## config.mk

```make
export PLATFORM = sky130hd
export DESIGN_NAME = fetch_pc_ctrl
export DESIGN_NICKNAME = d
export VERILOG_FILES = /design/src/rtl/fetch_pc_ctrl_pkg.sv /design/src/rtl/fetch_pc_ctrl_pc_target_calc.sv /design/src/rtl/fetch_pc_ctrl.sv
export SDC_FILE = /design/constraint.sdc
export NUM_CORES = 1
export LEC_CHECK = 0
export CAP_MARGIN = 25
export CELL_PAD_IN_SITES_DETAIL_PLACEMENT = 1
export CELL_PAD_IN_SITES_GLOBAL_PLACEMENT = 2
export CORE_ASPECT_RATIO = 1.4
export CORE_MARGIN = 1.5
export CORE_UTILIZATION = 27
export DETAILED_ROUTE_END_ITERATION = 10
export PLACE_DENSITY = 0.87
export SLEW_MARGIN = 25
export SYNTH_ARGS = -nofsm -noshare
export SYNTH_HDL_FRONTEND = slang
export SYNTH_SLANG_ARGS = --single-unit
```

## constraint.sdc

```tcl
create_clock -name clk -period 4.9 [get_ports clk]
set_clock_uncertainty 0.15 [all_clocks]
set_input_delay 0.98 -clock clk [delete_from_list [all_inputs] [get_ports clk]]
set_output_delay 0.98 -clock clk [all_outputs]
set_load 0.01 [all_outputs]
```

## src/rtl/fetch_pc_ctrl_pkg.sv

```systemverilog
// Shared constants for the fetch-stage sequencer: next-PC select codes,
// FSM state encoding and the branch-offset helper.
package fetch_pc_ctrl_pkg;

  localparam logic [2:0] NPC_PC4    = 3'd0;
  localparam logic [2:0] NPC_BRANCH = 3'd1;
  localparam logic [2:0] NPC_JUMP   = 3'd2;
  localparam logic [2:0] NPC_JR     = 3'd3;

  typedef enum logic [1:0] {
    ST_IDLE  = 2'd0,
    ST_FETCH = 2'd1,
    ST_WAIT  = 2'd2,
    ST_VALID = 2'd3
  } fetch_state_e;

  // Sign-extended 16-bit word offset converted to a byte offset.
  function automatic logic [31:0] sext16_x4(input logic [15:0] imm);
    return {{14{imm[15]}}, imm, 2'b00};
  endfunction

endpackage

```

## src/rtl/fetch_pc_ctrl_pc_target_calc.sv

```systemverilog
// Combinational redirect target for the D-stage branch/jump decision.
// redir_valid is low for NPC_PC4 and unused select codes.
module pc_target_calc
  import fetch_pc_ctrl_pkg::*;
(
  input  logic [2:0]  npc_sel,
  input  logic        d_bjump,
  input  logic [31:0] d_pc,
  input  logic [15:0] d_imm16,
  input  logic [25:0] d_imm26,
  input  logic [31:0] d_ra,
  output logic [31:0] target,
  output logic        redir_valid
);

  always_comb begin
    target      = 32'h0;
    redir_valid = 1'b0;
    case (npc_sel)
      NPC_BRANCH: begin
        redir_valid = 1'b1;
        target      = d_bjump ? (d_pc + 32'd4 + sext16_x4(d_imm16)) : (d_pc + 32'd8);
      end
      NPC_JUMP: begin
        redir_valid = 1'b1;
        target      = {d_pc[31:28], d_imm26, 2'b00};
      end
      NPC_JR: begin
        redir_valid = 1'b1;
        target      = {d_ra[31:2], 2'b00};
      end
      default: begin
        redir_valid = 1'b0;
        target      = 32'h0;
      end
    endcase
  end

endmodule

```

## src/rtl/fetch_pc_ctrl.sv

```systemverilog
// Fetch-stage sequencer: PC register, imem request/response handshake and
// delay-slot redirect. Define FETCH_PERF_CNT_EN to add perf_fetch/perf_stall.
module fetch_pc_ctrl
  import fetch_pc_ctrl_pkg::*;
#(
  parameter logic [31:0] RESET_PC = 32'h0000_3000
) (
  input  logic        clk,
  input  logic        reset_n,
  input  logic        stall,
  input  logic        D_redirect,
  input  logic [2:0]  nPC_Sel,
  input  logic        D_bjump,
  input  logic [31:0] D_PC,
  input  logic [15:0] D_imm16,
  input  logic [25:0] D_imm26,
  input  logic [31:0] D_ra,
  output logic        imem_req,
  output logic [31:0] imem_addr,
  input  logic        imem_gnt,
  input  logic        imem_rvalid,
  input  logic [31:0] imem_rdata,
`ifdef FETCH_PERF_CNT_EN
  output logic [31:0] perf_fetch,
  output logic [31:0] perf_stall,
`endif
  output logic        F_valid,
  output logic [31:0] F_PC,
  output logic [31:0] F_instr
);

  // state | meaning
  // IDLE  | one cycle after reset, no request
  // FETCH | imem_req high at F_PC, waiting for grant
  // WAIT  | granted, waiting for response
  // VALID | F_instr presented, consumed on !stall
  fetch_state_e state_q, state_d;

  logic [31:0] pc_q, instr_q, tgt_q, target, next_pc;
  logic        valid_q, pend_q, redir_valid, redir_hit, consume;

  pc_target_calc u_target (
    .npc_sel     (nPC_Sel),
    .d_bjump     (D_bjump),
    .d_pc        (D_PC),
    .d_imm16     (D_imm16),
    .d_imm26     (D_imm26),
    .d_ra        (D_ra),
    .target      (target),
    .redir_valid (redir_valid)
  );

  assign consume   = (state_q == ST_VALID) && !stall;
  assign redir_hit = D_redirect && redir_valid;

  // A redirect arriving in the same cycle as the consume bypasses tgt_q.
  always_comb begin
    next_pc = pc_q + 32'd4;
    if (redir_hit)   next_pc = target;
    else if (pend_q) next_pc = tgt_q;
  end

  always_comb begin
    state_d = state_q;
    case (state_q)
      ST_IDLE:  state_d = ST_FETCH;
      ST_FETCH: if (imem_gnt)    state_d = ST_WAIT;
      ST_WAIT:  if (imem_rvalid) state_d = ST_VALID;
      ST_VALID: if (!stall)      state_d = ST_FETCH;
      default:  state_d = ST_IDLE;
    endcase
  end

  always_ff @(posedge clk) begin
    if (!reset_n) begin
      state_q <= ST_IDLE;
      pc_q    <= RESET_PC;
      instr_q <= 32'h0;
      valid_q <= 1'b0;
      pend_q  <= 1'b0;
      tgt_q   <= 32'h0;
    end else begin
      state_q <= state_d;
      if ((state_q == ST_WAIT) && imem_rvalid) begin
        instr_q <= imem_rdata;
        valid_q <= 1'b1;
      end
      if (consume) begin
        pc_q    <= next_pc;
        valid_q <= 1'b0;
        pend_q  <= 1'b0;
      end else if (redir_hit) begin
        tgt_q  <= target;
        pend_q <= 1'b1;
      end
    end
  end

`ifdef FETCH_PERF_CNT_EN
  logic [31:0] perf_fetch_q, perf_stall_q;

  always_ff @(posedge clk) begin
    if (!reset_n) begin
      perf_fetch_q <= 32'h0;
      perf_stall_q <= 32'h0;
    end else begin
      if (consume)                          perf_fetch_q <= perf_fetch_q + 32'd1;
      if ((state_q == ST_VALID) && stall)   perf_stall_q <= perf_stall_q + 32'd1;
    end
  end

  assign perf_fetch = perf_fetch_q;
  assign perf_stall = perf_stall_q;
`endif

  assign imem_req  = (state_q == ST_FETCH);
  assign imem_addr = pc_q;
  assign F_valid   = valid_q;
  assign F_PC      = pc_q;
  assign F_instr   = instr_q;

endmodule

```

After elaboration in Yosys (flattened, before gate mapping)
Cells that the tools add are included.
Widths: inputs -> output; s select.
Cells by class
  $add $sub $neg: 4
  eq/ne operators: 9
  muxes and demuxes: 9
  bitwise gates (word level): 2
  reductions and logical operators: 9
Operator list (number)
  $mux 32: 3
  $pmux 32 s3: 1
  $add 32x3->32 const B: 2
  $add 32x32->32: 1
  $add 32x4->32 const B: 1
  $pmux 2 s4: 1
  $eq 3x2->1 const B: 2
  $mux 2: 3
  $eq 2x2->1 const B: 2
  $ne 2x2->1 const B: 2
  $eq 3x1->1 const B: 1
  $logic_and 1x1->1: 3
  $reduce_and 3->1: 1
  $reduce_or 3->1: 1
  $eq 2x1->1 const B: 1
  $logic_not 2->1: 1
  $ne 2x1->1 const B: 1
  $not 1->1: 2
  $reduce_and 2->1: 1
  $reduce_or 2->1: 1
  $logic_not 1->1: 1
  $mux 1: 1
Word-level totals
  flip-flop bits (word level): 100
  input port bits: 148
  output and inout bits: 98

Depth between registers and ports, before layout
  depth after elaboration: 5
  mapped depth: 15
  depth with buffers taken out: 15

Hierarchy
Synthesis repeated with hierarchy kept, for this count alone.
Second synthesis, totals
  cells, all modules: 1138
  area, all modules: 8262.9 µm²
Modules (own cells, without submodules)
  fetch_pc_ctrl: instances 1, cells each 672, area each 5026.1 µm²
  pc_target_calc: instances 1, cells each 466, area each 3236.9 µm²

Worst setup path before layout
Ideal clock, no wire load.
  path kind: input to register
  from: input D_PC[3]
  to: register pc_q[25] (netlist: F_PC[25])
  setup time: 0.122 ns
  arrival time: 3.473 ns
  path slack: 1.155 ns
  cell stages on the path: 13
  path through: ha_1 -> ha_1 -> inv_1 -> fa_1 -> nor2b_1 -> o31a_1 -> o2111ai_2 -> a211oi_1 -> o21ai_2 -> o21ai_1 -> xnor2_1 -> o21ai_1 -> a221o_1
On the way
  cells in the longest elaborated chain, start to end: 5
  elaborated cells between the ends (all ways): 6
  classes of those cells: add/sub: 3; mux: 3
RTL lines
  from (decl): line fetch_pc_ctrl.sv:14  | input logic [31:0] D_PC,
  $add 32x3->32: line fetch_pc_ctrl_pc_target_calc.sv:22  | target = d_bjump ? (d_pc + 32'd4 + sext16_x4(d_imm16)) : (d_pc + 32'd8);
  $add 32x32->32: line fetch_pc_ctrl_pc_target_calc.sv:22
  $mux 32 *: line fetch_pc_ctrl_pc_target_calc.sv:22
  $pmux 32 s3 *: line fetch_pc_ctrl_pc_target_calc.sv:19  | case (npc_sel)
  $mux 32 *: line fetch_pc_ctrl.sv:59  | if (redir_hit) next_pc = target;
  to (signal assigned): line fetch_pc_ctrl.sv:89  | pc_q <= next_pc;
  to (decl): line fetch_pc_ctrl.sv:39  | logic [31:0] pc_q, instr_q, tgt_q, target, next_pc;
Mark *: on every way between the ends. The rest lies on a longest branch, timed or not.
A chain may end at the register's enable or synchronous reset.

Worst setup path after layout
Same ends and word-level chain as after synthesis.

==> metrics.txt <==
# TYPE chip_impl_metric gauge
chip_impl_metric{name="grt_pass1_wl",unit="mm"} 46.4
chip_impl_metric{name="clock_sink_count",unit=""} 100
chip_impl_metric{name="whs",unit="ns"} 0.310
chip_impl_metric{name="place.gp.congestion",unit=""} 0.823
chip_impl_metric{name="timing.final.crit_period",unit="ns"} 4.35
chip_impl_info{name="rr_startpoint",value="F_PC[2]"} 1
chip_impl_metric{name="vias_in_the_first_global_route",unit=""} 8669
chip_impl_info{name="worstSetupEndpointType",value="flip-flop"} 1
chip_impl_metric{name="chipHeight",unit="um"} 211
chip_impl_metric{name="cts.repair.resized",unit=""} 0
chip_impl_metric{name="num-nets-final",unit=""} 1506
chip_impl_info{name="mostFrequentLayoutCell",value="sky130_fd_sc_hd__clkdlybuf4s50_1"} 1
chip_impl_metric{name="cap_violations",unit=""} 0
chip_impl_metric{name="internal_power",unit="mW"} 1.76
chip_impl_metric{name="fp.coreArea",unit="um^2"} 30100
chip_impl_metric{name="synth_cells",unit=""} 1109
chip_impl_metric{name="maximum_number_of_pins_on_one_net_before_global_route_repair",unit=""} 50
chip_impl_metric{name="grt_overflow_total",unit=""} 0
chip_impl_metric{name="synth_seq_cells",unit=""} 100
chip_impl_info{name="hold_start",value="F_instr[24]"} 1
chip_impl_metric{name="totalPowerFinal",unit="mW"} 2.70
chip_impl_metric{name="cts-hold-fix-buffers",unit=""} 0
chip_impl_info{name="clock-root-buffer",value="sky130_fd_sc_hd__clkbuf_16"} 1
chip_impl_metric{name="slew-limit-headroom",unit="%"} 38.9
chip_impl_metric{name="worst_path_max_fanout",unit=""} 5
chip_impl_metric{name="tns",unit="ns"} 0
chip_impl_metric{name="area_delta_synth_final",unit="%"} 35.4
chip_impl_metric{name="irDropWorstVdd",unit="mV"} 0.151
chip_impl_metric{name="detailedRoute.firstIterationViolations",unit=""} 427
chip_impl_metric{name="track_usage",unit="%"} 18.5
chip_impl_metric{name="seq_area_frac_synth",unit="%"} 24.0
chip_impl_info{name="yosys.area.top_type",value="sky130_fd_sc_hd__dfxtp_1"} 1
chip_impl_metric{name="fp.dieArea",unit="um^2"} 31900
chip_impl_metric{name="per_cell_routed_wire_length",unit="um"} 17.8
chip_impl_info{name="hp-class",value="reg -> reg"} 1
chip_impl_metric{name="total_routed_length",unit="mm"} 30.0
chip_impl_info{name="outcome",value="complete, no violations"} 1
chip_impl_info{name="grt_setup_unrepaired",value="false"} 1
chip_impl_metric{name="leakagePower",unit="nW"} 4.40
chip_impl_metric{name="maximum_clock_frequency",unit="GHz"} 0.230
chip_impl_metric{name="crit_arrival",unit="ns"} 4.44
chip_impl_metric{name="synth_top_cell_area_share",unit="%"} 24.0
chip_impl_info{name="worst_hold_path.endpoint",value="F_instr[24]"} 1
chip_impl_metric{name="power_switching_share",unit="%"} 34.9
chip_impl_info{name="worstSetupPathType",value="in -> reg"} 1
chip_impl_metric{name="ff2ff_path_depth",unit=""} 9
chip_impl_metric{name="clk_latency",unit="ns"} 0.35
chip_impl_metric{name="synth.cell_area",unit="um^2"} 8320
chip_impl_metric{name="final_layout_size_suffix_gt1_share",unit="%"} 6.31
chip_impl_metric{name="synth_edf_count",unit=""} 0
chip_impl_metric{name="drtAntennaViolNets",unit=""} 0
chip_impl_info{name="start_kind",value="input pin"} 1
chip_impl_metric{name="routed_via_density",unit=""} 5.16
chip_impl_metric{name="synth.avg_cell_area",unit="um^2"} 7.51
chip_impl_metric{name="postLayoutSetupSlackWorst",unit="ns"} 0.549
chip_impl_metric{name="period_share",unit="%"} 88.8
chip_impl_info{name="worst_path_max_delay_cell",value="sky130_fd_sc_hd__clkdlybuf4s50_1"} 1
chip_impl_metric{name="seqCellArea",unit="um^2"} 2000
chip_impl_metric{name="power_density_normalized_to_cell_area",unit="nW/um^2"} 240
chip_impl_metric{name="cts_max_level",unit=""} 3
chip_impl_metric{name="synth-async-reset-ratio",unit="%"} 0
chip_impl_metric{name="finalSetupViolations",unit=""} 0
chip_impl_metric{name="max_stage_delay",unit="ns"} 0.50
chip_impl_metric{name="initial_utilization",unit="%"} 27.6
chip_impl_info{name="synth.area.top_cells",value="sky130_fd_sc_hd__dfxtp_1 24%, sky130_fd_sc_hd__ha_1 9.5%, sky130_fd_sc_hd__nand2_1 7.9%"} 1
chip_impl_metric{name="data_required_critical_path",unit="ns"} 4.99
chip_impl_metric{name="cts_inserted_buffers",unit=""} 9
chip_impl_metric{name="detailedRoute.firstPassIterationCount",unit=""} 6
chip_impl_metric{name="share_of_total_power_in_combinational_logic",unit="%"} 37.1
chip_impl_metric{name="power_frac_clock",unit="%"} 27.9
chip_impl_metric{name="final.fill_count",unit=""} 3645
chip_impl_metric{name="cts.repair_timing.setup_buffer_count",unit=""} 0
chip_impl_info{name="layout.cells.most_common_list",value="242 x sky130_fd_sc_hd__clkdlybuf4s50_1, 174 x sky130_fd_sc_hd__nand2_1, 100 x sky130_fd_sc_hd__dfxtp_1"} 1
chip_impl_metric{name="dpl_worst_slack",unit="ns"} 0.163
chip_impl_metric{name="maxSlewViolCount",unit=""} 0
chip_impl_metric{name="yosysWarningCount",unit=""} 0
chip_impl_metric{name="mappedNetlistNets",unit=""} 1321
chip_impl_metric{name="final-hold-violation-count",unit=""} 0
chip_impl_metric{name="number_of_design_rule_violations_left_after_detail_routing",unit=""} 0
chip_impl_metric{name="switching_power",unit="mW"} 0.943
chip_impl_metric{name="via_count",unit=""} 8704
chip_impl_metric{name="antenna_found_initial",unit=""} 4
chip_impl_metric{name="multi_input_gate_area",unit="um^2"} 5750
chip_impl_metric{name="place.detailed.hpwl",unit="mm"} 23.9
chip_impl_info{name="synth_top_flop_cell",value="sky130_fd_sc_hd__dfxtp_1"} 1
chip_impl_info{name="cts_tree",value="built"} 1
chip_impl_metric{name="hold_depth",unit=""} 2
chip_impl_metric{name="max_slew.worst_pin.slew",unit="ns"} 0.916
chip_impl_metric{name="rows",unit=""} 75
chip_impl_metric{name="share_seq_of_total_power",unit="%"} 34.9
chip_impl_metric{name="io_pins",unit=""} 246
chip_impl_metric{name="clk_pin_slew_worst_paths",unit="ns"} 0.08
chip_impl_metric{name="port_buffers",unit=""} 243
chip_impl_metric{name="chipWidth",unit="um"} 151
chip_impl_metric{name="clock_path_buffers",unit=""} 2
chip_impl_metric{name="ff2ff_setup_slack",unit="ns"} 2.06
chip_impl_metric{name="synth.distinct_cells",unit=""} 75
chip_impl_info{name="r2r_end",value="F_PC[28]"} 1
chip_impl_info{name="crit_path_cell_trace",value="clkdlybuf4s50_1, ha_1, ha_1, inv_1, fa_1, nor2b_1, o31a_1, o2111ai_2, a211oi_1, o21ai_2, o21ai_1, xnor2_1, o21ai_1, a221o_1"} 1
## power groups by stage
stage | Sequential [mW] | Clock (mW) | Combinational, mW
final | 0.944 | 0.755 | 1.00
after global routing | 0.956 | 0.812 | 1.11
after CTS | 0.945 | 0.783 | 1.01
after detailed placement | 0.964 | 0 | 1.01
after global placement | 0.961 | 0 | 0.984
after floorplan | 0.967 | 0 | 0.570
## cell families (layout without fill, tap and decap cells)
logic type	Yosys count	count (layout)	share of synthesized area, %
xor+xnor	72	72	7.58
fa+ha+maj	64	64	9.71
flops	100	100	24.0
buf+inv	121	311	7.00
compound gates	336	336	26.8
other cells	0	3	0
simple gates	404	404	23.4
mux	12	12	1.52
## critical path, delay by kind of cell
| family | cells | cell delay, ns |
|---|---|---|
| AO/OA/AOI/OAI | 7 | 1.68 |
| XOR/XNOR | 1 | 0.15 |
| adder cells (fa/ha/maj) | 3 | 0.90 |
| AND/OR/NAND/NOR | 1 | 0.17 |
| buffers and inverters | 2 | 0.56 |
## cells in the mapped netlist (all sizes together) (13+ instances only)
cell and count:
a22oi 13, nor2 83, dfxtp 100, xnor2 36, inv 25, ha 63, o211ai 18, xor2 36
nand3 43, clkbuf 55, o21ai 102, nand2 175, buf 41, a21boi 42, o211a 15, nand4 13
and3 17, nor3 21, a21oi 72
## per-stage QoR
step / cells / utilization (%) / instance area, um^2
2_1_floorplan: 1109 / - / 8320
6_report: 1687 / 37.4 / 11300
3_5_place_dp: 1668 / 36.4 / 11000
5_1_grt: 1687 / 37.4 / 11300
3_3_place_gp: 1668 / 36.4 / 11000
4_1_cts: 1684 / 37.4 / 11300
## state kept, by name, summed over array words and instances (netlist names)
signal and cells:
F_valid 1, tgt_q 32, state_q 2, pend_q 1, F_instr 32, F_PC 32
## per-layer routing
metal | track usage (%) | vias up | part of all wire, % | wire [um]
met2 | 33.8 | 208 | 51 | 15300
met4 | 6.53 | 2 | 2.4 | 731
li1 | - | 4315 | - | -
met5 | 0 | - | 0.037 | 11
met3 | 1.79 | 38 | 4.0 | 1200
met1 | 22.0 | 4141 | 42 | 12700
## area by class of cell
| class | count | share of cell area (%) |
|---|---|---|
| multi-input combinational | 888 | 51.0 |
| antenna | 3 | 0.0666 |
| timing repair buffer | 270 | 23.3 |
| clock buffer | 9 | 2.00 |
| clock inverter | 7 | 0.722 |
| sequential | 100 | 17.8 |
| inverter | 25 | 0.833 |
| tap | 385 | 4.27 |
## how the worst max path moves through the flow
| stage | to | cells past startpoint | startpoint | slack [ns] |
|---|---|---|---|---|
| 2_1_floorplan | F_PC[25] | 13 | D_PC[3] | 1.15 |
| 3_3_place_gp | F_PC[25] | 14 | D_PC[3] | 0.22 |
| 3_5_place_dp | F_PC[25] | 14 | D_PC[3] | 0.16 |
| 4_1_cts | F_PC[25] | 14 | D_PC[3] | 0.54 |
| 5_1_grt | F_PC[25] | 14 | D_PC[3] | 0.33 |
| 6_report | F_PC[25] | 14 | D_PC[3] | 0.55 |
Power figures use the tool's default switching activity.
